**config.mk**
```make
export PLATFORM = sky130hd
export DESIGN_NAME = threshold_trigger_flat
export DESIGN_NICKNAME = d
export VERILOG_FILES = /design/src/rtl/threshold_trigger_pkg.sv /design/src/rtl/threshold_trigger_if.sv /design/src/rtl/threshold_trigger_lane_comparator.sv /design/src/rtl/threshold_trigger.sv /design/src/flat_wrapper.sv
export SDC_FILE = /design/constraint.sdc
export NUM_CORES = 1
export LEC_CHECK = 0
export CORE_MARGIN = 2
export CORE_UTILIZATION = 25
export CTS_CLUSTER_SIZE = 8
export DETAILED_ROUTE_END_ITERATION = 12
export SYNTH_ARGS = -nofsm -noshare
export SYNTH_HDL_FRONTEND = slang
export SYNTH_HIERARCHICAL = 1
export SYNTH_SLANG_ARGS = --single-unit
export TNS_END_PERCENT = 5
```
**constraint.sdc**
```tcl
create_clock -name AXIS_ACLK -period 4.2 [get_ports AXIS_ACLK]
set_clock_uncertainty 0.05 [all_clocks]
set_input_delay 1.05 -clock AXIS_ACLK [delete_from_list [all_inputs] [get_ports AXIS_ACLK]]
set_output_delay 1.05 -clock AXIS_ACLK [all_outputs]
set_load 0.005 [all_outputs]
```
**src/rtl/threshold_trigger_pkg.sv**
```systemverilog
`default_nettype none
// ============================================================================
//  Module      : trigger_pkg
//  Description : Shared types and constants for the threshold self-trigger:
//                FSM state encoding, lane geometry and trigger-level helper.
//  Revision    : 1.0 - initial release
// ============================================================================
package trigger_pkg;

  localparam int LANE_WIDTH = 16;
  localparam int LANE_COUNT = 8;

  typedef enum logic [1:0] {
    ST_IDLE    = 2'd0,
    ST_ACQUIRE = 2'd1,
    ST_HOLDOFF = 2'd2
  } trig_state_e;

  // Trigger level as floor(threshold% of positive full scale)
  function automatic int trig_level(input int threshold, input int res);
    return (threshold * (1 << (res - 1))) / 100;
  endfunction

endpackage
`default_nettype wire

```
**src/rtl/threshold_trigger_if.sv**
```systemverilog
`default_nettype none
// ============================================================================
//  Module      : threshold_trigger_if
//  Description : AXI4-Stream sample-beat bundle observed by the trigger.
//                The trigger only watches the stream, so every signal is an
//                input on the slave side (TREADY is observed, not driven).
//  Revision    : 1.0 - initial release
// ============================================================================
interface threshold_trigger_if #(
  parameter int TDATA_WIDTH = 128
);
  logic [TDATA_WIDTH-1:0] TDATA;
  logic                   TVALID;
  logic                   TREADY;

  modport master (output TDATA, output TVALID, output TREADY);
  modport slave  (input  TDATA, input  TVALID, input  TREADY);
endinterface
`default_nettype wire

```
**src/rtl/threshold_trigger_lane_comparator.sv**
```systemverilog
`default_nettype none
// ============================================================================
//  Module      : lane_comparator
//  Description : Parallel signed compare of every lane's MSB-justified sample
//                against the trigger level, OR-reduced to one combinational
//                "over" flag. The parent registers the result.
//  Revision    : 1.0 - initial release
// ============================================================================
module lane_comparator
  import trigger_pkg::*;
#(
  parameter int LANES     = LANE_COUNT,
  parameter int RES_WIDTH = 12,
  parameter int LEVEL     = 204
) (
  input  logic [LANES*LANE_WIDTH-1:0] i_tdata,
  output logic                        o_over
);

  // One extra bit so a level of exactly +full-scale is still representable
  localparam logic signed [RES_WIDTH:0] C_LEVEL = (RES_WIDTH + 1)'(LEVEL);

  logic [LANES-1:0] w_lane_over;

  for (genvar k = 0; k < LANES; k++) begin : g_lane
    logic [RES_WIDTH-1:0] w_sample;
    assign w_sample       = i_tdata[k*LANE_WIDTH + LANE_WIDTH - 1 -: RES_WIDTH];
    assign w_lane_over[k] = $signed({w_sample[RES_WIDTH-1], w_sample}) >= C_LEVEL;
  end

  // Padding bits below the ADC resolution carry no sample information
  if (LANE_WIDTH > RES_WIDTH) begin : g_pad
    localparam int C_PAD = LANE_WIDTH - RES_WIDTH;
    logic [LANES*C_PAD-1:0] w_unused_pad;
    for (genvar k = 0; k < LANES; k++) begin : g_pad_lane
      assign w_unused_pad[k*C_PAD +: C_PAD] = i_tdata[k*LANE_WIDTH +: C_PAD];
    end
  end

  assign o_over = |w_lane_over;

endmodule
`default_nettype wire

```
**src/rtl/threshold_trigger.sv**
```systemverilog
`default_nettype none
// ============================================================================
//  Module      : threshold_trigger
//  Description : Self-trigger for the minimum-trigger path. Detects a sample
//                at or above the threshold on a taken beat, then raises
//                TRIGGERD_FLAG for POST_ACQUI_LEN taken beats with the beat's
//                time stamp, followed by a hold-off. Hits while the
//                downstream FIFO is full are dropped and counted.
//                Macro THRESHOLD_TRIGGER_EDGE_EN: rising-edge qualification
//                (a hit requires the previous taken beat to be below level).
//  Revision    : 1.0 - initial release
// ============================================================================
module threshold_trigger
  import trigger_pkg::*;
#(
  parameter int THRESHOLD            = 10,
  parameter int PRE_ACQUI_LEN        = 12,
  parameter int POST_ACQUI_LEN       = 38,
  parameter int HOLDOFF_LEN          = PRE_ACQUI_LEN,
  parameter int TIME_STAMP_WIDTH     = 16,
  parameter int ADC_RESOLUTION_WIDTH = 12,
  parameter int S_AXIS_TDATA_WIDTH   = 128
) (
  input  logic                        AXIS_ACLK,
  input  logic                        AXIS_ARESETN,
  threshold_trigger_if.slave          S_AXIS,
  input  logic                        I_FIFO_FULL,
  output logic                        TRIGGERD_FLAG,
  output logic [TIME_STAMP_WIDTH-1:0] TIME_STAMP,
  output logic [15:0]                 O_DROP_CNT
);

  localparam int C_LANES      = S_AXIS_TDATA_WIDTH / LANE_WIDTH;
  localparam int C_TRIG_LEVEL = trig_level(THRESHOLD, ADC_RESOLUTION_WIDTH);
  localparam int C_WIN_W      = (POST_ACQUI_LEN > 1) ? $clog2(POST_ACQUI_LEN) : 1;
  localparam int C_HOLD_W     = (HOLDOFF_LEN > 1) ? $clog2(HOLDOFF_LEN) : 1;
  localparam logic [C_WIN_W-1:0]  C_WIN_LAST  = C_WIN_W'(POST_ACQUI_LEN - 1);
  localparam logic [C_HOLD_W-1:0] C_HOLD_LAST =
    C_HOLD_W'((HOLDOFF_LEN > 0) ? HOLDOFF_LEN - 1 : 0);

  localparam logic [1:0] C_IDLE    = ST_IDLE;
  localparam logic [1:0] C_ACQUIRE = ST_ACQUIRE;
  localparam logic [1:0] C_HOLDOFF = ST_HOLDOFF;

  logic                        w_take;
  logic                        w_over;
  logic                        w_hit;
  logic [TIME_STAMP_WIDTH-1:0] r_ts_cnt;
  logic                        r_hit;
  logic [TIME_STAMP_WIDTH-1:0] r_ts_hit;
  logic [1:0]                  r_state;
  logic [C_WIN_W-1:0]          r_win_cnt;
  logic [C_HOLD_W-1:0]         r_hold_cnt;
  logic                        r_flag;
  logic [TIME_STAMP_WIDTH-1:0] r_stamp;
  logic [15:0]                 r_drop;

  assign w_take = S_AXIS.TVALID & S_AXIS.TREADY;

  lane_comparator #(
    .LANES     (C_LANES),
    .RES_WIDTH (ADC_RESOLUTION_WIDTH),
    .LEVEL     (C_TRIG_LEVEL)
  ) u_lane_comparator (
    .i_tdata (S_AXIS.TDATA),
    .o_over  (w_over)
  );

`ifdef THRESHOLD_TRIGGER_EDGE_EN
  logic r_prev_over;

  // Remember whether the last taken beat was already over the level
  always_ff @(posedge AXIS_ACLK) begin
    if (!AXIS_ARESETN) begin
      r_prev_over <= 1'b0;
    end else if (w_take) begin
      r_prev_over <= w_over;
    end
  end

  assign w_hit = w_take & w_over & ~r_prev_over;
`else
  assign w_hit = w_take & w_over;
`endif

  // Free-running stamp counter and stage-1 hit/stamp capture
  always_ff @(posedge AXIS_ACLK) begin
    if (!AXIS_ARESETN) begin
      r_ts_cnt <= '0;
      r_hit    <= 1'b0;
      r_ts_hit <= '0;
    end else begin
      r_ts_cnt <= r_ts_cnt + TIME_STAMP_WIDTH'(1);
      r_hit    <= w_hit;
      r_ts_hit <= r_ts_cnt;
    end
  end

  // Window FSM: arm on a registered hit, count taken beats, then hold off
  always_ff @(posedge AXIS_ACLK) begin
    if (!AXIS_ARESETN) begin
      r_state    <= C_IDLE;
      r_win_cnt  <= '0;
      r_hold_cnt <= '0;
      r_flag     <= 1'b0;
      r_stamp    <= '0;
      r_drop     <= '0;
    end else begin
      case (r_state)
        C_IDLE: begin
          if (r_hit) begin
            if (!I_FIFO_FULL) begin
              r_state   <= C_ACQUIRE;
              r_flag    <= 1'b1;
              r_stamp   <= r_ts_hit;
              r_win_cnt <= '0;
            end else if (r_drop != 16'hFFFF) begin
              r_drop <= r_drop + 16'd1;
            end
          end
        end
        C_ACQUIRE: begin
          if (w_take) begin
            if (r_win_cnt == C_WIN_LAST) begin
              r_flag     <= 1'b0;
              r_win_cnt  <= '0;
              r_hold_cnt <= '0;
              // A zero hold-off returns straight to arming
              r_state    <= (HOLDOFF_LEN == 0) ? C_IDLE : C_HOLDOFF;
            end else begin
              r_win_cnt <= r_win_cnt + C_WIN_W'(1);
            end
          end
        end
        C_HOLDOFF: begin
          if (r_hold_cnt == C_HOLD_LAST) begin
            r_state    <= C_IDLE;
            r_hold_cnt <= '0;
          end else begin
            r_hold_cnt <= r_hold_cnt + C_HOLD_W'(1);
          end
        end
        default: begin
          r_state <= C_IDLE;
          r_flag  <= 1'b0;
        end
      endcase
    end
  end

  assign TRIGGERD_FLAG = r_flag;
  assign TIME_STAMP    = r_stamp;
  assign O_DROP_CNT    = r_drop;

endmodule
`default_nettype wire

```
**src/flat_wrapper.sv**
```systemverilog
// flat-port wrapper written by rule: the top's interface ports become plain ports
module threshold_trigger_flat import trigger_pkg::*;
#(
  parameter int THRESHOLD            = 10,
  parameter int PRE_ACQUI_LEN        = 12,
  parameter int POST_ACQUI_LEN       = 38,
  parameter int HOLDOFF_LEN          = PRE_ACQUI_LEN,
  parameter int TIME_STAMP_WIDTH     = 16,
  parameter int ADC_RESOLUTION_WIDTH = 12,
  parameter int S_AXIS_TDATA_WIDTH   = 128
)
  (AXIS_ACLK, AXIS_ARESETN, I_FIFO_FULL, TRIGGERD_FLAG, TIME_STAMP, O_DROP_CNT, S_AXIS_TDATA, S_AXIS_TVALID, S_AXIS_TREADY);
  threshold_trigger_if #(.TDATA_WIDTH(128)) S_AXIS_i ();
  input  logic AXIS_ACLK;
  input  logic AXIS_ARESETN;
  input  logic I_FIFO_FULL;
  output logic TRIGGERD_FLAG;
  output logic [TIME_STAMP_WIDTH-1:0] TIME_STAMP;
  output logic [15:0] O_DROP_CNT;
  input wire logic [$bits(S_AXIS_i.TDATA)-1:0] S_AXIS_TDATA;
  input wire logic [$bits(S_AXIS_i.TVALID)-1:0] S_AXIS_TVALID;
  input wire logic [$bits(S_AXIS_i.TREADY)-1:0] S_AXIS_TREADY;
  assign S_AXIS_i.TDATA = S_AXIS_TDATA;
  assign S_AXIS_i.TVALID = S_AXIS_TVALID;
  assign S_AXIS_i.TREADY = S_AXIS_TREADY;
  threshold_trigger #(.THRESHOLD(THRESHOLD), .PRE_ACQUI_LEN(PRE_ACQUI_LEN), .POST_ACQUI_LEN(POST_ACQUI_LEN), .HOLDOFF_LEN(HOLDOFF_LEN), .TIME_STAMP_WIDTH(TIME_STAMP_WIDTH), .ADC_RESOLUTION_WIDTH(ADC_RESOLUTION_WIDTH), .S_AXIS_TDATA_WIDTH(S_AXIS_TDATA_WIDTH)) u_core (.AXIS_ACLK(AXIS_ACLK), .AXIS_ARESETN(AXIS_ARESETN), .S_AXIS(S_AXIS_i), .I_FIFO_FULL(I_FIFO_FULL), .TRIGGERD_FLAG(TRIGGERD_FLAG), .TIME_STAMP(TIME_STAMP), .O_DROP_CNT(O_DROP_CNT));
endmodule
```
==> results of run 1 <==
cells in the mapped netlist, drive strengths merged, types with 6 or more instances:
library cell  instances
clkbuf                7
xor2                  7
o31ai                 6
xnor2                 8
nand4                10
a211oi               12
or3                  12
nand3                17
nand2                55
and3                  7
o21ai                13
a21oi                37
dfxtp                78
nor2                 25
nor3                 19
and2                 20
buf                   7
area by class of cell:
type | count | area (sq um) | area share (%)
flip-flops and latches | 78 | 1560 | 30.7
multi-input cells | 299 | 1800 | 35.5
repair buffers | 119 | 1190 | 23.3
clock buffers | 9 | 225 | 4.43
well taps | 180 | 225 | 4.43
inverters | 6 | 22.5 | 0.443
clock inverters | 7 | 63.8 | 1.25
power groups by stage:
| stage | Sequential [mW] | Clock, mW | Combinational [mW] |
|---|---|---|---|
| 2_1_floorplan | 0.767 | 0 | 0.0383 |
| 3_3_place_gp | 0.769 | 0 | 0.129 |
| 3_5_place_dp | 0.769 | 0 | 0.130 |
| 4_1_cts | 0.752 | 0.767 | 0.131 |
| 5_1_grt | 0.752 | 0.803 | 0.142 |
| 6_report | 0.752 | 0.744 | 0.130 |
kinds of logic (layout without fill, tap and decap cells):
group / after synthesis / after routing / synth area share (%)
mux: 3 / 3 / 0.867
xor+xnor: 15 / 15 / 3.79
fa+ha+maj: 5 / 5 / 1.81
flops: 78 / 78 / 45.1
compound gates: 81 / 81 / 14.7
buf+inv: 20 / 141 / 2.85
simple gates: 195 / 195 / 30.9
how the worst min path moves through the flow:
stage / cells after the start / startpoint / slack (ns) / to
finish: 2 / u_core/r_ts_hit[5] / 0.38 / u_core/TIME_STAMP[5]
global route: 2 / u_core/r_ts_hit[2] / 0.40 / u_core/TIME_STAMP[2]
CTS: 2 / u_core/r_ts_hit[0] / 0.39 / u_core/TIME_STAMP[0]
detailed placement: 2 / u_core/r_ts_hit[0] / 0.38 / u_core/TIME_STAMP[0]
global placement: 2 / u_core/r_ts_hit[2] / 0.37 / u_core/TIME_STAMP[2]
floorplan: 2 / u_core/r_ts_hit[0] / 0.37 / u_core/TIME_STAMP[0]
stage by stage:
step	hold WS, ns	std cells
2_1_floorplan	0.367	397
3_3_place_gp	0.374	682
3_5_place_dp	0.377	682
4_1_cts	0.387	698
5_1_grt	0.396	698
6_report	0.385	698
critical path, cell delays in order:
cell and delay, ns:
clkdlybuf4s50_1 0.61, nand4bb_1 0.48, nor3_2 0.45, or4b_1 0.46, a21oi_1 0.14
metal layers:
metal	share of wire, %	wire length [um]	track usage (%)
met1	46	4220	15.6
met2	49	4480	21.1
met3	3.8	349	3.14
met4	1.4	130	4.38
met5	0	0	0
sequential cells by signal, indices dropped and copies added, names as in the netlist:
name,count
u_core/r_ts_hit,16
u_core/TIME_STAMP,16
u_core/r_hold_cnt,4
u_core/r_win_cnt,6
u_core/r_ts_cnt,16
u_core/r_hit,1
u_core/r_state,2
u_core/TRIGGERD_FLAG,1
u_core/O_DROP_CNT,16
==> flow_summary.ini, run 1 <==
[cts]
cts_resized = 0
clk_pin_slew_ns = 0.07
cts_tree = done
cts_made_buffers = 9
htree_levels = 3
cts_num_sinks = 78
cts.path.max_buffers = 2
root_buffer = clkbuf_16
post_cts_buffers = 0
clock_latency_ns = 0.33
cts-hold-fix-buffers = 0

[placement]
port_buffers = 117
dpl.hpwl_um = 6940
pre_cts_ws_ns = 0.868
placed_cell_area_sq_um = 4800
gp_congestion = 0.836

[yosys]
syn_nets = 535
ys_warn_count = 6
synth_edf_count = 0
syn-cell-area_sq_um = 3460
synthTopCellsByArea = dfxtp_1 45%, nand2_1 6.0%, a21oi_1 5.3%
ys_seq_area_share_pct = 45.1
synth_top_area_cell = dfxtp_1
ys.flop_type = dfxtp_1
syn_area_per_cell_sq_um = 8.73
synth.distinct_cells = 51
syn_inst = 397
synthArstFlopShare_pct = 0
synth-seq-cells = 78
yosysTopAreaCellShare_pct = 45.1

[final_layout]
final_common_cell = clkdlybuf4s50_1
final_util_pct = 37.1
drive_gt1_share_pct = 5.60
finalInstanceArea_sq_um = 5090
layout_common_cells = 117 x clkdlybuf4s50_1, 78 x dfxtp_1, 55 x nand2_1
finalNetCount = 651
diodes = 0
area_growth_pct = 46.9
nFillCells = 1405

[power]
comb_power_share_pct = 8.0
swShare_pct = 23.3
clockPowerShare_pct = 45.8
seq_power_share_pct = 46.2
power_mw = 1.63
p_leak_nw = 1.72
ir_drop_mv = 0.163
powerDensity_nw_per_um2 = 320
intPower_mw = 1.25
p_sw_mw = 0.379

[critical_path]
rr_worst_depth = 4
r2r_start = u_core/r_state[1]
worst_r2r_endpoint = u_core/O_DROP_CNT[13]
criticalPathCategory = input port to register
timing.reg2reg.setup_slack_ns = 1.94
path_max_fanout = 12
cp.arrival_ns = 3.20
endpoint = u_core/O_DROP_CNT[13]
endpoint_kind = register
startpoint_type = input port
required_ns = 4.40
startpoint = I_FIFO_FULL

[sta]
setup_ws_ns = 1.20
fin_crit_sh_pct = 71.5
finalSetupTns_ns = 0
maxSlewHeadroom_pct = 40.5
fmax_mhz = 333
hold_viol_final = 0
setup_viol = 0
rsz0062_at_grt = no
min_period_ns = 3.00
slew_viol_final = 0
tightest_slew_ns = 0.889

[die]
fp.dieH_um = 122
core_area_sq_um = 13700
rows = 43
fp.dieArea_sq_um = 14800
start_util_pct = 25.3
io_pins = 166
die_width_um = 122

[run]
drv_cap = 0

[routing]
post_drt_wl_per_cell_um = 13.2
first_pass_iters = 4
dr_total_vias = 3255
vias_per_cell = 4.66
drt_iter0_markers = 104
ant_nets = 0
routed_wl_um = 9180
drc = 0

[global_routing]
grt_pass1_wl_um = 15000
grt_usage_pct = 12.5
grt_pass1_vias = 3124
grt_max_degree = 31
grt_overflow = 0
antenna_found_initial = 0

[run_status]
status = completed

[worst_hold_path]
hold_class = register to register
(Power assumes the default switching activity.)
==> run 2: changes to the inputs <==
==> constraint.sdc (replaced) <==
create_clock -name AXIS_ACLK -period 2.7 [get_ports AXIS_ACLK]
set_clock_uncertainty 0.05 [all_clocks]
set_input_delay 0.675 -clock AXIS_ACLK [delete_from_list [all_inputs] [get_ports AXIS_ACLK]]
set_output_delay 0.675 -clock AXIS_ACLK [all_outputs]
set_load 0.005 [all_outputs]
==> run 2 against run 1 <==
Effect of this change: non-clock buffer count up 5; highest routed layer unchanged; global-route usage up 0.29 points; setup slack worse by 0.78 ns; power up 53%; critical endpoint is now u_core/O_DROP_CNT[3]; core utilization up 0.18 points; first-iteration DRC count down 18%; critical path depth unchanged; sequential share of layout area down 0.15 points; largest cell class unchanged; largest power group unchanged; wire length down 0.61%; cell count up 0.72%; count of clock-buffer cells in the layout up 1; register-to-register slack worse by 1.3 ns.
==> flow_summary.ini, run 2 (synthesis results as in run 1) <==
[sta]
fmax_mhz = 439
tightest_slew_ns = 0.616
setup_viol = 0
rsz0062_at_grt = no
hold_viol_final = 0
fin_crit_sh_pct = 84.4
finalSetupTns_ns = 0
slew_viol_final = 0
min_period_ns = 2.28
maxSlewHeadroom_pct = 58.6
holdWs_ns = 0.379

[critical_path]
criticalPathCategory = input port to register
slowest_delay_ns = 0.62
required_ns = 2.91
crit_chain = clkdlybuf4s50_1 -> nand4bb_1 -> buf_4 -> or4_1 -> a21oi_1
rr_worst_depth = 5
path_max_fanout = 9
cp_top_family = buffers and inverters
crit_slowest_cell = clkdlybuf4s50_1
endpoint_kind = register
startpoint_type = input port
cp.arrival_ns = 2.49
path_buf_inv = 2
r2r_start = u_core/O_DROP_CNT[0]
worst_r2r_endpoint = u_core/O_DROP_CNT[5]
timing.reg2reg.setup_slack_ns = 0.68

[final_layout]
finalInstanceArea_sq_um = 5110
area_growth_pct = 47.6
finalNetCount = 656
final_common_cell = clkdlybuf4s50_1
layout_common_cells = 117 x clkdlybuf4s50_1, 78 x dfxtp_1, 55 x nand2_1
ff_latch_area_sq_um = 1560
final_util_pct = 37.3
drive_gt1_share_pct = 6.31
multi_input_area_sq_um = 1800
diodes = 0
nFillCells = 1377

[power]
powerDensity_nw_per_um2 = 486
p_leak_nw = 1.74
power_mw = 2.49
ir_drop_mv = 0.244

[cts]
cts-hold-fix-buffers = 0
post_cts_buffers = 0
cts_resized = 0
htree_levels = 3
cts.path.max_buffers = 2
cts_num_sinks = 78
cts_tree = done
clock_latency_ns = 0.33
clk_pin_slew_ns = 0.06
root_buffer = clkbuf_16
cts_made_buffers = 9

[die]
start_util_pct = 25.3
die_width_um = 122
fp.dieH_um = 122
io_pins = 166
core_area_sq_um = 13700
rows = 43
fp.dieArea_sq_um = 14800

[routing]
routed_wl_um = 9130
vias_per_cell = 4.68
drt_iter0_markers = 85
first_pass_iters = 5
drc = 0
post_drt_wl_per_cell_um = 13.0
dr_total_vias = 3287
ant_nets = 0

[placement]
port_buffers = 117
gp_congestion = 0.839
dpl.hpwl_um = 6940
placed_cell_area_sq_um = 4840

[global_routing]
grt_pass1_wl_um = 15100
grt_max_degree = 31
grt_overflow = 0
grt_usage_pct = 12.8
antenna_found_initial = 0
grt_pass1_vias = 3165

[worst_hold_path]
hold_class = register to register
worstHoldStart = u_core/r_ts_hit[14]
min_to = u_core/TIME_STAMP[14]
hold_depth = 2

[run_status]
status = completed

[run]
drv_cap = 0
run 2: cell count changes in the layout (fill, tap and decap cells not counted), sizes merged:
cell and change:
buf +5, clkbuf +1, clkinv +4, clkinvlp -1
inv -4
run 2: metal layers:
metal  track usage [%]  vias up  routed length [um]
met5                 0        -                   0
met3              3.04       17                 350
li1                  -     1663                   -
met2              20.3       60                4400
met1              16.5     1547                4170
met4              5.82        0                 206
run 2: area by class of cell:
type	count	area share [%]
clock inverter	6	0.930
tap	180	4.40
timing repair buffer	124	23.9
multi-input combinational	299	35.3
sequential	78	30.5
clock buffer	10	4.48
inverter	6	0.440
run 2: metrics by stage:
| stage | setup slack, ns | std cells |
|---|---|---|
| finish | 0.422 | 703 |
| global route | 0.363 | 703 |
| CTS | 0.444 | 703 |
| detailed placement | 0.112 | 687 |
| global placement | 0.133 | 687 |
| floorplan | 0.845 | 397 |
run 2: power breakdown:
group          internal, mW  total, mW  switching (mW)
logic                 0.137      0.206          0.0685
clock network         0.629       1.11           0.481
registers              1.16       1.17         0.00923
total                  1.93       2.49           0.559
run 2: worst reg2reg max path: stages (launching register included):
cell     delay (ns)
dfxtp_1        0.42
ha_1           0.24
nand3_1        0.22
nor4_4         0.66
nor4b_1        0.16
mux2i_1        0.15
run 2: how the worst max path moves through the flow:
stage | start | endpoint | slack, ns | cells after the start
after floorplan | I_FIFO_FULL | u_core/TIME_STAMP[10] | 0.85 | 5
after global placement | I_FIFO_FULL | u_core/O_DROP_CNT[7] | 0.13 | 5
after detailed placement | I_FIFO_FULL | u_core/O_DROP_CNT[3] | 0.11 | 5
after CTS | I_FIFO_FULL | u_core/O_DROP_CNT[3] | 0.44 | 5
after global routing | I_FIFO_FULL | u_core/O_DROP_CNT[4] | 0.36 | 5
final | I_FIFO_FULL | u_core/O_DROP_CNT[3] | 0.42 | 5
==> run 3: changes to the inputs <==
==> constraint.sdc (replaced) <==
create_clock -name AXIS_ACLK -period 2.3 [get_ports AXIS_ACLK]
set_clock_uncertainty 0.05 [all_clocks]
set_input_delay 0.575 -clock AXIS_ACLK [delete_from_list [all_inputs] [get_ports AXIS_ACLK]]
set_output_delay 0.575 -clock AXIS_ACLK [all_outputs]
set_load 0.005 [all_outputs]
==> run 3 against run 2 <==
Effect of this change: register-to-register slack worse by 0.47 ns; hold slack better by 0.0054 ns; core utilization up 0.36 points; via count down 0.24%; critical path type unchanged; largest power group unchanged.
==> flow_summary.ini, run 3 (synthesis results as in run 1) <==
[run_status]
status = completed

[sta]
setup_viol = 0
min_period_ns = 2.12
slew_viol_final = 0
rsz0062_at_grt = no
maxSlewHeadroom_pct = 57.7
tightest_slew_ns = 0.629
fmax_mhz = 471
fin_crit_sh_pct = 92.4
hold_viol_final = 0
setup_ws_ns = 0.176

[cts]
htree_levels = 3
clk_pin_slew_ns = 0.06
clock_latency_ns = 0.33
post_cts_buffers = 0
cts_resized = 0
cts_made_buffers = 9
root_buffer = clkbuf_16
cts-hold-fix-buffers = 0
cts_num_sinks = 78
cts.path.max_buffers = 2
cts_tree = done

[global_routing]
antenna_found_initial = 0
grt_overflow = 0
grt_max_degree = 36
grt_pass1_vias = 3288
grt_usage_pct = 12.9
grt_pass1_wl_um = 15400

[power]
power_mw = 2.93
ir_drop_mv = 0.361
powerDensity_nw_per_um2 = 567
p_leak_nw = 1.77

[critical_path]
cp.arrival_ns = 2.32
criticalPathCategory = input port to register
startpoint_type = input port
required_ns = 2.50
path_max_fanout = 4
endpoint_kind = register

[final_layout]
multi_input_area_sq_um = 1800
diodes = 0
ff_latch_area_sq_um = 1560
finalInstanceArea_sq_um = 5160
layout_common_cells = 117 x clkdlybuf4s50_1, 78 x dfxtp_1, 55 x nand2_1
drive_gt1_share_pct = 7.20
final_common_cell = clkdlybuf4s50_1
area_growth_pct = 49.0
nFillCells = 1402
final_util_pct = 37.6
finalNetCount = 661

[routing]
wl_met2_um = 4440
dr_total_vias = 3279
post_drt_wl_per_cell_um = 13.1
first_pass_iters = 4
top_layer = met4
drc = 0
drt_iter0_markers = 141
routed-wl-met3_um = 399
met1_length_um = 4260
vias_per_cell = 4.63
ant_nets = 0
routed_wl_um = 9310

[die]
io_pins = 166
start_util_pct = 25.3
core_area_sq_um = 13700
die_width_um = 122
fp.dieArea_sq_um = 14800
fp.dieH_um = 122
rows = 43

[placement]
placed_cell_area_sq_um = 4890
gp_congestion = 0.858
dpl.hpwl_um = 7020
port_buffers = 117
pre_cts_ws_ns = -0.108

[run]
drv_cap = 0

[worst_hold_path]
hold_class = register to register
run 3: per-layer routing:
metal / global-route usage (%) / up-vias
met2: 21.2 / 66
met1: 16.2 / 1518
li1: - / 1678
met4: 5.32 / 0
met5: 0 / -
met3: 3.37 / 17
run 3: area by class of cell:
cell class / instances / share of cell area (%)
Sequential cell: 78 / 30.2
Inverter: 6 / 0.436
Multi-Input combinational cell: 299 / 34.9
Timing Repair Buffer: 129 / 24.7
Clock inverter: 6 / 0.921
Clock buffer: 10 / 4.43
Tap cell: 180 / 4.36
run 3: stage by stage:
step	TNS (ns)	instances	hold slack, ns
CTS	0	708	0.387
finish	0	708	0.384
global route	0	708	0.406
global placement	-1.60	692	0.372
floorplan	0	397	0.367
detailed placement	-1.94	692	0.378
run 3: worst paths after layout:
| kind | from | to | slack, ns | cells past startpoint |
|---|---|---|---|---|
| setup / recovery | I_FIFO_FULL | u_core/O_DROP_CNT[13] | 0.18 | 5 |
| hold / removal | u_core/r_ts_hit[5] | u_core/TIME_STAMP[5] | 0.38 | 2 |
| setup reg to reg | u_core/O_DROP_CNT[0] | u_core/O_DROP_CNT[2] | 0.21 | 5 |
| hold reg to reg | u_core/r_ts_hit[5] | u_core/TIME_STAMP[5] | 0.38 | 2 |
run 3: power by group:
| part | switching [mW] | internal [mW] | leakage, nW |
|---|---|---|---|
| clock network | 0.567 | 0.738 | 0.133 |
| registers | 0.0113 | 1.36 | 0.629 |
| logic | 0.0816 | 0.166 | 1.01 |
run 3: worst max-delay path, stage by stage:
cell             delay (ns)
clkdlybuf4s50_1        0.55
nand4bb_1              0.26
nor3_2                 0.28
or4b_1                 0.46
a21oi_1                0.19
